## config.mk

```make
export PLATFORM = sky130hd
export DESIGN_NAME = tdc_capture_ctrl
export DESIGN_NICKNAME = d
export VERILOG_FILES = /design/src/rtl/tdc_capture_ctrl.sv
export SDC_FILE = /design/constraint.sdc
export NUM_CORES = 1
export LEC_CHECK = 0
export ABC_AREA = 1
export BUFFER_PORTS_ARGS = -buffer_cell sky130_fd_sc_hd__buf_4
export CAP_MARGIN = 10
export CORE_MARGIN = 2
export CORE_UTILIZATION = 55
export CTS_BUF_LIST = sky130_fd_sc_hd__clkbuf_8
export CTS_CLUSTER_DIAMETER = 150
export DETAILED_ROUTE_END_ITERATION = 8
export HOLD_SLACK_MARGIN = 0.02
export PLACE_DENSITY_LB_ADDON = 0.05
export SYNTH_ARGS = -nofsm -noshare
export SYNTH_HDL_FRONTEND = slang
export SYNTH_SLANG_ARGS = --single-unit
```

## constraint.sdc

```tcl
create_clock -name clkSample -period 2.6 [get_ports clkSample]
set_input_delay 0.13 -clock clkSample [delete_from_list [all_inputs] [get_ports clkSample]]
set_output_delay 0.13 -clock clkSample [all_outputs]
set_load 0.05 [all_outputs]
```

## src/rtl/tdc_capture_ctrl.sv

```systemverilog
// TDC measurement sequencer: discards settle snapshots, accumulates 2^g_SAMPLES_LOG2 popcounts.
// Optional min/max tracking is built only when TDC_MINMAX_EN is defined.
module tdc_capture_ctrl #(
    parameter int g_LEN          = 64,
    parameter int g_SAMPLES_LOG2 = 4,
    parameter int g_SETTLE       = 2,
    localparam int CW            = $clog2(g_LEN + 1),
    localparam int SW            = CW + g_SAMPLES_LOG2
) (
    input  logic                      clkSample,
    input  logic                      rst,
    input  logic                      start,
    input  logic [g_LEN-1:0]          clkProp,
    input  logic                      result_ready,
    output logic                      busy,
    output logic                      result_valid,
    output logic [SW-1:0]             result_sum,
    output logic [CW-1:0]             result_min,
    output logic [CW-1:0]             result_max,
    output logic [g_SAMPLES_LOG2:0]   overrun_cnt
);

    localparam int N    = 1 << g_SAMPLES_LOG2;
    localparam int SETW = (g_SETTLE > 0) ? $clog2(g_SETTLE + 1) : 1;
    localparam int KW   = (SETW > g_SAMPLES_LOG2 + 1) ? SETW : g_SAMPLES_LOG2 + 1;

    typedef enum logic [1:0] {IDLE, SETTLE, ACCUM, DONE} state_t;

    state_t        state, state_nxt;
    logic [KW-1:0] cnt;
    logic [CW-1:0] count;
    logic          last_settle, last_accum;

    // Popcount rather than first-zero search so bubbles do not shift the count.
    always_comb begin
        count = '0;
        for (int i = 0; i < g_LEN; i++)
            count = count + CW'(clkProp[i]);
    end

    assign last_settle = (int'(cnt) == g_SETTLE - 1);
    assign last_accum  = (int'(cnt) == N - 1);

    always_ff @(posedge clkSample or posedge rst) begin
        if (rst) state <= IDLE;
        else     state <= state_nxt;
    end

    always_comb begin
        state_nxt    = state;
        busy         = (state != IDLE);
        result_valid = (state == DONE);
        case (state)
            IDLE:   if (start) state_nxt = (g_SETTLE == 0) ? ACCUM : SETTLE;
            SETTLE: if (last_settle) state_nxt = ACCUM;
            ACCUM:  if (last_accum) state_nxt = DONE;
            DONE:   if (result_ready) state_nxt = IDLE;
            default: state_nxt = IDLE;
        endcase
    end

    always_ff @(posedge clkSample or posedge rst) begin
        if (rst) begin
            cnt         <= '0;
            result_sum  <= '0;
            overrun_cnt <= '0;
        end else begin
            case (state)
                IDLE: begin
                    cnt <= '0;
                    if (start) begin
                        result_sum  <= '0;
                        overrun_cnt <= '0;
                    end
                end
                SETTLE: cnt <= last_settle ? '0 : cnt + 1'b1;
                ACCUM: begin
                    cnt        <= cnt + 1'b1;
                    result_sum <= result_sum + SW'(count);
                    if (count == CW'(g_LEN))
                        overrun_cnt <= overrun_cnt + 1'b1;
                end
                default: ;
            endcase
        end
    end

`ifdef TDC_MINMAX_EN
    always_ff @(posedge clkSample or posedge rst) begin
        if (rst) begin
            result_min <= '0;
            result_max <= '0;
        end else if (state == IDLE && start) begin
            result_min <= CW'(g_LEN);
            result_max <= '0;
        end else if (state == ACCUM) begin
            if (count < result_min) result_min <= count;
            if (count > result_max) result_max <= count;
        end
    end
`else
    assign result_min = '0;
    assign result_max = '0;
`endif

endmodule

```

Word level (Yosys, flattened, before mapping)
Cells that the tools add are included.
- bits in registers: 23
- input bits: 68
- output and inout bits: 32
- word-level logic and storage cells: 100
- $add $sub $neg: 66
- equal/unequal tests: 11
- multiplexer cells: 12
- reductions and logical operators: 7
- operator list (cell ; count):
    $add 7x1->7 ; 57
    $pmux 11 s2 ; 1
    $mux 5 ; 3
    $pmux 5 s3 ; 1
    $add 11x7->11 ; 1
    $mux 11 ; 1
    $add 5x1->5 const B ; 2
    $ne 2x2->1 const B ; 5
    $pmux 5 s2 ; 1
    $mux 2 ; 4
    $pmux 2 s4 ; 1
    $add 6x1->7 ; 1
    $eq 7x7->1 const B ; 1
    $add 5x1->6 ; 1
    $add 4x1->5 ; 1
    $eq 5x2->1 const B ; 1
    $eq 5x5->1 const B ; 1
    $add 3x1->4 ; 1
    $eq 2x2->1 const B ; 2
    $reduce_and 4->1 ; 1
    $reduce_bool 2->1 ; 2
    $add 2x1->3 ; 1
    $reduce_and 3->1 ; 1
    $reduce_bool 3->1 ; 1
    other kinds (4) ; 4

Logic depth before layout (Yosys ltp)
Gate-level depths: netlist (run 1).
- depth in word-level cells: 66
- mapped depth: 31
- mapped depth without buffers: 31

Worst setup path after synthesis (run 1)
OpenSTA, ideal clock, no wires.
- kind: input to register
- from: input port clkProp[35]
- to: register result_sum[9]
- setup time: 0.117 ns
- arrival: 6.124 ns
- data required time: 2.483 ns
- slack: -3.641 ns
- stages on the path: 27
- buffers on the path: 0
- cells stage by stage: inv_1 > fa_1 > inv_1 > fa_1 > fa_1 > inv_1 > fa_1 > inv_1 > fa_1 > fa_1 > fa_1 > inv_1 > fa_1 > inv_1 > fa_1 > nand3_1 > nand3_1 > nand2_1 > inv_2 > ha_1 > nand2_1 > nand2_1 > inv_1 > o221ai_1 > nand2_1 > nor2_1 > nor2_1
- cells in the longest elaborated chain, start to end: 31
- RTL lines (element ; RTL line ; RTL):
    start: declaration ; 13 ; input logic [g_LEN-1:0] clkProp,
    $add 7x1->7 (29 in a row) ; 38 ; count = count + CW'(clkProp[i]);
    $add 11x7->11 ; 79 ; result_sum <= result_sum + SW'(count);
    $pmux 11 s2 ; 68 ; case (state)
    end signal: assignment ; 79 ;
    end: declaration ; 17 ; output logic [SW-1:0] result_sum,
Every way passes these cells.
A chain may end at the register's enable or synchronous reset.

Worst setup path after layout (run 1)
- from: input port clkProp[35]
- to: register result_sum[10]
Same word-level chain as after synthesis.

==> results of run 1 <==
-- worst max-delay path: cells and delay by family --
family / cells / cell delay [ns]
AND/OR/NAND/NOR: 7 / 0.61
adder cells (fa/ha/maj): 11 / 5.07
buffers and inverters: 7 / 0.35
-- final cells by class --
class | count | share of cell area [%]
clock buffers | 3 | 0.876
clock inverters | 1 | 0.106
flip-flops and latches | 23 | 12.2
inverters | 135 | 11.0
well taps | 77 | 2.04
multi-input cells | 256 | 55.2
repair buffers | 114 | 18.6
-- logic make-up (layout without fill, tap and decap cells) --
kind of cell	Yosys count	in the layout	share of synthesized area [%]
flops	23	23	16.5
xor+xnor	5	5	1.26
other cells	1	14	0.108
buf+inv	149	253	17.6
fa+ha+maj	87	87	43.1
compound gates	35	35	5.81
simple gates	115	115	15.6
-- cell usage after synthesis, types with 5 or more instances --
cell,n,area (µm²)
o21ai_0,10,50.1
a21oi_1,14,70.1
buf_4,14,105
nand4_1,5,31.3
ha_1,32,400
xor2_1,5,43.8
nand3_1,23,115
nand2_1,59,221
fa_1,55,1100
dfrtp_1,23,576
inv_2,5,18.8
nor2_1,16,60.1
inv_1,129,484
-- timing repair --
item                       CTS  global route
gates resized for setup     14            16
gates cloned                 0             0
pin swaps                   21            11
setup buffers                4             2
setup endpoints to repair   16            16
-- state kept, by name, summed over array words and instances, names as in the netlist --
register / cells
cnt: 5
overrun_cnt: 5
result_sum: 11
state: 2
-- through the flow --
| stage | setup TNS [ns] | hold WS, ns | util (%) | cells |
|---|---|---|---|---|
| after global placement | -54.99 | 0.374 | 72.1 | 599 |
| after global routing | -53.82 | 0.135 | 75.5 | 609 |
| after CTS | -51.01 | 0.0746 | 74.4 | 607 |
| final | -50.80 | 0.0412 | 75.5 | 609 |
| after floorplan | -50.01 | 0.132 | - | 428 |
| after detailed placement | -56.28 | 0.384 | 72.1 | 599 |
-- worst min-delay path by stage --
stage          slack [ns]              to  startpoint
3_5_place_dp         0.38        state[0]         rst
3_3_place_gp         0.37        state[1]         rst
4_1_cts              0.07  overrun_cnt[3]         rst
2_1_floorplan        0.13          cnt[0]         rst
6_report             0.04  overrun_cnt[3]         rst
5_1_grt              0.14  overrun_cnt[3]         rst
-- routing by layer --
| metal | part of all wire [%] | vias to the layer above | track usage (%) |
|---|---|---|---|
| met5 | 0 | - | 0 |
| met4 | 1.0 | 0 | 4.84 |
| met3 | 5.0 | 6 | 4.06 |
| met2 | 52 | 64 | 38.1 |
| met1 | 42 | 1380 | 26.8 |
| li1 | - | 1421 | - |
==> results.py, run 1 <==
metrics = {
    "cells_and_area": {
        "final_layout_size_suffix_gt1_share_pct": 35.5,
        "fin_nets": 688,
        "layout.cells.most_common_list": "118 x inv_1, 110 x buf_4, 53 x nand2_1",
        "regArea_um2": 576,
        "finish.instance_area_um2": 4710,
        "antenna-diode-count": 0,
        "layout.cells.most_common": "inv_1",
        "nFillCells": 452,
        "area_taken_by_multi_input_logic_gates_um2": 2600,
        "area_growth_pct": 35.2,
    },
    "logic_synthesis": {
        "postSynthCellCount": 415,
        "postSynth.topFlopCell": "dfrtp_1",
        "mappedNetlistArea_um2": 3490,
        "number_of_flops_mapped_to_enable_cells_by_yosys": 0,
        "seq_area_frac_synth_pct": 16.5,
        "ys_types": 31,
        "synth-warning-count": 0,
        "synth_async_sr_flop_share_pct": 100,
        "syn-mean-instance-area_um2": 8.40,
        "ys_seq_elements": 23,
    },
    "routing": {
        "drt-wirelength-per-cell_um": 11.3,
        "vias_per_cell": 4.71,
        "ant_nets": 0,
        "drt_drc_violations_left": 0,
        "routed_wl_um": 6870,
        "drt_pass1_iterations": 4,
        "first_iter_violations": 64,
        "routed-via-count": 2871,
    },
    "worst_setup_path": {
        "cp-end-kind": "register",
        "timing.critical_path.mode_cell": "fa_1",
        "critPathLaunchType": "input pin",
        "critical_path.startpoint": "clkProp[35]",
        "endpoint": "result_sum[10]",
        "critical-path-slowest-cell": "fa_2",
        "worstSetupPathType": "input pin to register",
        "r2r_cells": 11,
        "worst_ep_required_time_ns": 2.78,
        "r2r-start": "state[0]",
        "crit_arrival_ns": 6.16,
        "critical_path.reg2reg.endpoint": "overrun_cnt[3]",
        "critPathMaxFanout": 4,
        "cpPeakStageDelay_ns": 0.56,
        "rrSetupSlack_ns": 0.70,
    },
    "grt": {
        "globalRoute.totalOverflow": 0,
        "number_of_antenna_violations_at_the_first_check_in_global_routing": 0,
        "global_route_wire_length_before_repair_um": 12400,
        "grt_pass1_vias": 3001,
        "gr-usage-all-layers_pct": 21.3,
        "grt_start_max_net_pins": 24,
    },
    "sta": {
        "min_period_over_period_pct": 230,
        "setup-violations-final": 16,
        "max_freq_mhz": 167,
        "slew_limit_headroom_pct": 39.7,
        "unrepaired_setup_endpoints_after_global_routing": "true",
        "clock-skew-final_ns": 0.00422,
        "tightestPinTransition_ns": 0.903,
        "finalWorstSetupSlack_ns": -3.38,
        "layout_min_cycle_time_ns": 5.98,
        "finalMaxSlewViolations": 0,
        "report.final.hold_viol_count": 0,
    },
    "run_status": {
        "outcome": "complete, but fails checks",
        "failing_checks": "setup timing",
    },
    "place": {
        "dpl.hpwl_um": 5930,
        "gp_congestion": 0.837,
        "area_post_placement_um2": 4500,
        "number_of_buffer_cells_added_on_primary_ports": 85,
        "pre_cts_slack_ns": -3.71,
    },
    "flow_run": {
        "maxCapViolations": 0,
    },
    "die": {
        "floorplan.initialDensity_pct": 55.9,
        "die_area_um2": 6990,
        "floorplan.rows": 29,
        "core_area_um2": 6240,
        "pin_count": 100,
        "chipWidth_um": 83.6,
        "die-height_um": 83.6,
    },
    "clocking": {
        "ctsLongestPathBuffers": 2,
        "clkTransAtPathRegs_ns": 0.09,
        "post_cts_hold_buffer_count": 0,
        "cts_tree": "yes",
        "cts-buffers-inserted": 3,
        "clkLatencyLatePin_ns": 0.28,
        "cts_htree_levels": 1,
        "cts_sinks": 23,
        "clk_root_buffer_cell": "clkbuf_8",
    },
    "worst_hold_path": {
        "type_of_the_worst_min_delay_path": "input pin to async pin",
    },
}
Power of run 1 is not shown: default switching activity piles up to over one toggle a cycle in this logic, so the estimate is an artifact.
==> run 2: changes to the inputs <==
Settings changed: ABC_AREA 1 to unset.
==> run 2 against run 1 <==
Net effect:
- sequential share of layout area rose by 0.28 points
- synthesized area fell by 4.6%
- cell count fell by 9.2%
- first-iteration DRC count fell by 39%
- critical path depth fell by 2
- maximum frequency fell by 6.2%
- global-route usage rose by 0.20 points
- clock skew rose by 0.016 ns
- register-to-register slack got worse by 0.27 ns
- the run still ends with setup timing left
- cell area fell by 2.3%
- utilization rose by 2.8 points
==> results.py, run 2 <==
metrics = {
    "cells_and_area": {
        "fin_nets": 634,
        "area_growth_pct": 38.5,
        "final_layout_size_suffix_gt1_share_pct": 38.3,
        "antenna-diode-count": 0,
        "largest_reg_flops": 11,
        "top_regs": "result_sum: 11 flops, cnt: 5 flops, overrun_cnt: 5 flops",
        "layout.cells.most_common": "buf_4",
        "layout.cells.most_common_list": "105 x buf_4, 92 x inv_1, 46 x fa_1",
        "largest-register": "result_sum",
    },
    "worst_setup_path": {
        "critical-path-top-delay-family": "adder cells",
        "timing.critical_path.cells": "buf_6 -> inv_2 -> fa_1 -> inv_1 -> fa_2 -> inv_2 -> fa_1 -> fa_1 -> fa_1 -> fa_1 -> fa_1 -> fa_1 -> inv_2 -> ha_4 -> fa_2 -> xor2_2 -> ha_1 -> nor2b_1 -> o21ai_1 -> a21o_1 -> a21boi_2 -> or3_1 -> a32o_1",
        "r2r_cells": 9,
        "rrSetupSlack_ns": 0.43,
        "critPathMaxFanout": 4,
        "r2r-start": "result_sum[0]",
        "worstSetupPathType": "input pin to register",
        "critical-path-slowest-cell": "fa_1",
        "critical_path.reg2reg.endpoint": "result_sum[6]",
        "timing.critical_path.mode_cell": "fa_1",
        "cpPeakStageDelay_ns": 0.54,
        "worst_ep_required_time_ns": 2.77,
        "critPathLaunchType": "input pin",
        "cp-end-kind": "register",
        "crit_arrival_ns": 6.55,
        "worst-path-buf-inv": 5,
    },
    "worst_hold_path": {
        "type_of_the_worst_min_delay_path": "input pin to async pin",
    },
    "place": {
        "number_of_buffer_cells_added_on_primary_ports": 85,
        "dpl.hpwl_um": 5570,
        "gp_congestion": 0.831,
    },
    "die": {
        "die_area_um2": 6680,
        "floorplan.rows": 28,
        "die-height_um": 81.8,
        "chipWidth_um": 81.8,
        "pin_count": 100,
        "floorplan.initialDensity_pct": 56.5,
        "core_area_um2": 5890,
    },
    "logic_synthesis": {
        "postSynthCellCount": 360,
        "synth_top_cell_area_share_pct": 33.1,
        "synth_async_sr_flop_share_pct": 100,
        "ys_seq_elements": 23,
        "ys_types": 36,
        "synth-warning-count": 0,
        "seq_area_frac_synth_pct": 17.3,
        "yosys-top-cells-count": "110 x inv_1, 55 x fa_1, 32 x ha_1",
        "postSynth.topFlopCell": "dfrtp_1",
        "synth.top_cells.by_area": "fa_1 33%, dfrtp_1 17%, inv_1 12%",
        "synthMostInstantiatedCell": "inv_1",
        "syn-mean-instance-area_um2": 9.24,
        "synth_area_leader_cell": "fa_1",
        "mappedNetlistArea_um2": 3330,
        "number_of_flops_mapped_to_enable_cells_by_yosys": 0,
    },
    "grt": {
        "globalRoute.totalOverflow": 0,
        "grt_start_max_net_pins": 24,
        "global_route_wire_length_before_repair_um": 11200,
        "number_of_antenna_violations_at_the_first_check_in_global_routing": 0,
        "grt_pass1_vias": 2638,
        "gr-usage-all-layers_pct": 21.5,
    },
    "routing": {
        "drt_pass1_iterations": 4,
        "routed-via-count": 2693,
        "drt_drc_violations_left": 0,
        "ant_nets": 0,
        "drt-wirelength-per-cell_um": 12.8,
        "first_iter_violations": 39,
        "vias_per_cell": 4.87,
        "routed_wl_um": 7060,
    },
    "clocking": {
        "cts-buffers-inserted": 3,
        "cts_tree": "yes",
        "post_cts_hold_buffer_count": 0,
        "clk_root_buffer_cell": "clkbuf_8",
        "cts_sinks": 23,
        "clkLatencyLatePin_ns": 0.28,
        "cts_htree_levels": 1,
        "clkTransAtPathRegs_ns": 0.10,
        "ctsLongestPathBuffers": 2,
    },
    "sta": {
        "clock-skew-final_ns": 0.0204,
        "setup_tns_ns": -54.16,
        "report.final.hold_viol_count": 0,
        "layout_min_cycle_time_ns": 6.38,
        "finalWorstSetupSlack_ns": -3.78,
        "max_freq_mhz": 157,
        "slew_limit_headroom_pct": 39.1,
        "unrepaired_setup_endpoints_after_global_routing": "true",
        "min_period_over_period_pct": 245,
        "tightestPinTransition_ns": 0.913,
        "finalMaxSlewViolations": 0,
        "setup-violations-final": 16,
    },
    "run_status": {
        "failing_checks": "setup timing",
        "outcome": "complete, but fails checks",
    },
    "flow_run": {
        "maxCapViolations": 0,
    },
}
==> run 2: changes by cell type after synthesis, sizes merged, moves of 3 or more <==
| cell | previous run | this run |
|---|---|---|
| a21boi | 0 | 3 |
| a21oi | 15 | 6 |
| a31oi | 0 | 3 |
| inv | 135 | 110 |
| nand2 | 63 | 17 |
| nand2b | 0 | 3 |
| nand3 | 24 | 7 |
| nand4 | 6 | 0 |
| nor2 | 18 | 13 |
| nor3 | 0 | 6 |
| o21ai | 13 | 25 |
| o31ai | 0 | 4 |
| or3 | 0 | 7 |
| xnor2 | 0 | 4 |
==> run 2: worst max-delay path by stage <==
stage / depth (start not counted) / endpoint / start
4_1_cts: 23 / result_sum[6] / clkProp[47]
5_1_grt: 23 / result_sum[6] / clkProp[57]
3_3_place_gp: 23 / result_sum[6] / clkProp[35]
3_5_place_dp: 24 / result_sum[6] / clkProp[35]
6_report: 23 / result_sum[6] / clkProp[47]
2_1_floorplan: 22 / result_sum[6] / clkProp[35]
==> run 2: cells by family (layout without fill, tap and decap cells) <==
| group | Yosys count | count (layout) | share of synthesized area (%) |
|---|---|---|---|
| DFF | 23 | 23 | 17.3 |
| AOI/OAI and AO/OA | 57 | 57 | 10.9 |
| adders and majority gates | 87 | 87 | 45.1 |
| buffers and inverters | 125 | 230 | 15.7 |
| other | 1 | 14 | 0.113 |
| and+or+nand+nor | 58 | 58 | 8.50 |
| xor gates and xnor gates | 9 | 9 | 2.37 |
==> run 2: cell type report <==
class / count / area, µm²
timing repair buffer: 116 / 912
inverter: 110 / 420
tap: 75 / 93.8
fill: 414 / 1280
multi-input combinational: 225 / 2560
clock buffer: 3 / 41.3
sequential: 23 / 576
clock inverter: 1 / 5.00
==> run 2: metrics by stage <==
stage	hold WS [ns]	worst slack, ns	cell area (µm²)	cells	utilization [%]
floorplan	0.132	-3.78	3480	373	-
CTS	0.0789	-3.69	4490	550	76.3
global route	0.134	-3.90	4610	553	78.3
detailed placement	0.385	-4.08	4260	539	72.4
finish	0.0504	-3.78	4610	553	78.3
global placement	0.370	-3.99	4260	539	72.4
==> run 2: timing repair <==
action                                  4_1_cts  5_1_grt
endpoints found under the setup margin       16       16
resized for setup                            37       28
pin swaps                                    33       19
setup buffers                                 8        4
==> run 2: worst reg2reg max path, stage by stage, from the launching register on <==
cell and delay [ns]:
dfrtp_1 0.44, ha_4 0.18, inv_1 0.06, fa_2 0.20
nor2b_1 0.05, o21ai_1 0.19, a21o_1 0.28, a21boi_2 0.10
or3_1 0.31, a32o_1 0.25
==> run 2: metal layers <==
metal / global-route usage [%] / part of all wire, %
met5: 0 / 0
met4: 2.33 / 0.58
met3: 3.63 / 5.0
met2: 37.2 / 53
met1: 29.5 / 42
Power of run 2 is left out for the same reason.
==> run 3: changes to the inputs <==
Settings changed: BUFFER_PORTS_ARGS -buffer_cell sky130_fd_sc_hd__buf_4 to unset, DONT_BUFFER_PORTS set to 1.
==> run 3 against run 2 <==
Net effect:
- the flow still finishes with violations (setup timing)
- non-clock buffer count down 87
- count of clock-buffer cells in the layout unchanged
- utilization down 12 points
- setup slack better by 0.11 ns
- die area unchanged
- global-route usage down 2.2 points
- maximum frequency up 1.8%
- via count down 12%
- clock skew down 0.014 ns
- first-iteration DRC count rose to 2.5 times the previous value
- sequential share of layout area up 2.3 points
- cell count down 16%
==> results.py, run 3 (synthesis results as in run 2) <==
metrics = {
    "worst_setup_path": {
        "crit_arrival_ns": 6.43,
        "cp-end-kind": "register",
        "worst_ep_required_time_ns": 2.76,
        "worstSetupPathType": "input pin to register",
        "rrSetupSlack_ns": 0.46,
        "critPathMaxFanout": 4,
        "r2r_cells": 7,
        "critical_path.reg2reg.endpoint": "overrun_cnt[3]",
        "r2r-start": "state[0]",
        "critPathLaunchType": "input pin",
        "critical_path.startpoint": "clkProp[37]",
    },
    "clocking": {
        "ctsLongestPathBuffers": 2,
        "clkLatencyLatePin_ns": 0.27,
        "cts_tree": "yes",
        "cts_sinks": 23,
        "clkTransAtPathRegs_ns": 0.09,
        "cts-buffers-inserted": 3,
        "clk_root_buffer_cell": "clkbuf_8",
        "cts_htree_levels": 1,
    },
    "worst_hold_path": {
        "min_path_cells": 3,
        "min-delay-start": "start",
        "hold_end": "result_sum[8]",
        "type_of_the_worst_min_delay_path": "input pin to register",
    },
    "run_status": {
        "outcome": "complete, but fails checks",
        "failing_checks": "setup timing",
    },
    "grt": {
        "grt.met2_usage_pct": 33.2,
        "number_of_antenna_violations_at_the_first_check_in_global_routing": 0,
        "globalRoute.totalOverflow": 0,
        "gr-usage-all-layers_pct": 19.3,
        "grt.met1_usage_pct": 26.1,
        "grt.met3_usage_pct": 4.40,
        "grt_pass1_vias": 2372,
        "global_route_wire_length_before_repair_um": 10200,
        "gr-max-usage-layer": "met2",
        "grt_start_max_net_pins": 24,
    },
    "routing": {
        "drt_pass1_iterations": 4,
        "drt_drc_violations_left": 0,
        "first_iter_violations": 99,
        "drt-wirelength-per-cell_um": 13.0,
        "ant_nets": 0,
        "routed-via-count": 2363,
        "vias_per_cell": 5.07,
        "routed_wl_um": 6060,
    },
    "cells_and_area": {
        "largest_reg_flops": 11,
        "nFillCells": 483,
        "final_layout_size_suffix_gt1_share_pct": 22.5,
        "largest-register": "result_sum",
        "finish.utilization_pct": 66.0,
        "layout.cells.most_common": "inv_1",
        "layout.cells.most_common_list": "96 x inv_1, 48 x fa_1, 27 x ha_1",
        "antenna-diode-count": 0,
        "fin_nets": 547,
        "top_regs": "result_sum: 11 flops, cnt: 5 flops, overrun_cnt: 5 flops",
        "area_growth_pct": 16.8,
    },
    "die": {
        "pin_count": 100,
        "die-height_um": 81.8,
        "floorplan.rows": 28,
        "core_area_um2": 5890,
        "floorplan.initialDensity_pct": 56.5,
        "chipWidth_um": 81.8,
        "die_area_um2": 6680,
    },
    "place": {
        "dpl.hpwl_um": 5290,
        "number_of_buffer_cells_added_on_primary_ports": 0,
        "gp_congestion": 0.827,
    },
    "sta": {
        "min_period_over_period_pct": 241,
        "report.final.hold_viol_count": 0,
        "finalWorstSetupSlack_ns": -3.67,
        "layout_min_cycle_time_ns": 6.27,
        "setup-violations-final": 16,
        "clock-skew-final_ns": 0.00617,
        "tightestPinTransition_ns": 0.908,
        "finalMaxSlewViolations": 0,
        "unrepaired_setup_endpoints_after_global_routing": "true",
        "max_freq_mhz": 160,
        "slew_limit_headroom_pct": 39.4,
    },
    "flow_run": {
        "maxCapViolations": 0,
    },
}
[run 3: cell count changes in the layout (fill, tap and decap cells not counted), sizes merged]
cell,delta
inv,+1
buf,-88
clkinv,-1
dlygate4sd3,+1
[run 3: how the worst max path moves through the flow]
stage / cells past startpoint / slack, ns / endpoint
global route: 24 / -3.85 / result_sum[6]
floorplan: 22 / -3.78 / result_sum[6]
global placement: 22 / -3.89 / result_sum[6]
CTS: 22 / -3.69 / result_sum[6]
detailed placement: 22 / -4.00 / result_sum[6]
finish: 22 / -3.67 / result_sum[6]
[run 3: repair_timing]
item,in CTS,in global routing
gates resized for setup,17,31
buffers inserted,2,2
endpoints found under the hold margin,23,0
pin swaps,19,43
hold buffers,1,0
endpoints found under the setup margin,16,16
[run 3: cell type report]
type	instances	area [µm²]	area share [%]
Multi-Input combinational cell	225	2510	64.6
Timing Repair Buffer	29	231	5.96
Inverter	110	430	11.1
Sequential cell	23	576	14.8
Clock inverter	1	3.75	0.0966
Tap cell	75	93.8	2.42
Clock buffer	3	41.3	1.06
[run 3: per-layer routing]
layer	wire, µm	share of wire [%]
met5	0	0
met3	326	5.4
met4	21	0.35
met2	3050	50
met1	2660	44
[run 3: worst max-delay path, cell delays in order]
cell and delay, ns:
inv_8 0.01, fa_1 0.54, inv_2 0.04, fa_2 0.56
inv_2 0.04, fa_2 0.52, fa_1 0.43, fa_1 0.49
fa_1 0.52, fa_1 0.43, fa_1 0.51, inv_2 0.05
ha_4 0.15, fa_2 0.36, xor2_2 0.16, ha_1 0.28
nor2b_2 0.16, o21ai_2 0.15, a21o_1 0.25, a21boi_2 0.09
or3_1 0.31, a32o_1 0.25
[run 3: through the flow]
step	TNS (ns)	worst slack [ns]	std cells	instance area [µm²]	hold slack (ns)
after global routing	-55.76	-3.85	466	3880	0.192
after floorplan	-53.57	-3.78	373	3480	0.132
final	-53.20	-3.67	466	3880	0.167
after global placement	-56.71	-3.89	459	3660	0.276
after CTS	-53.56	-3.69	466	3790	0.170
after detailed placement	-57.98	-4.00	459	3660	0.285
Power of run 3 is left out for the same reason.
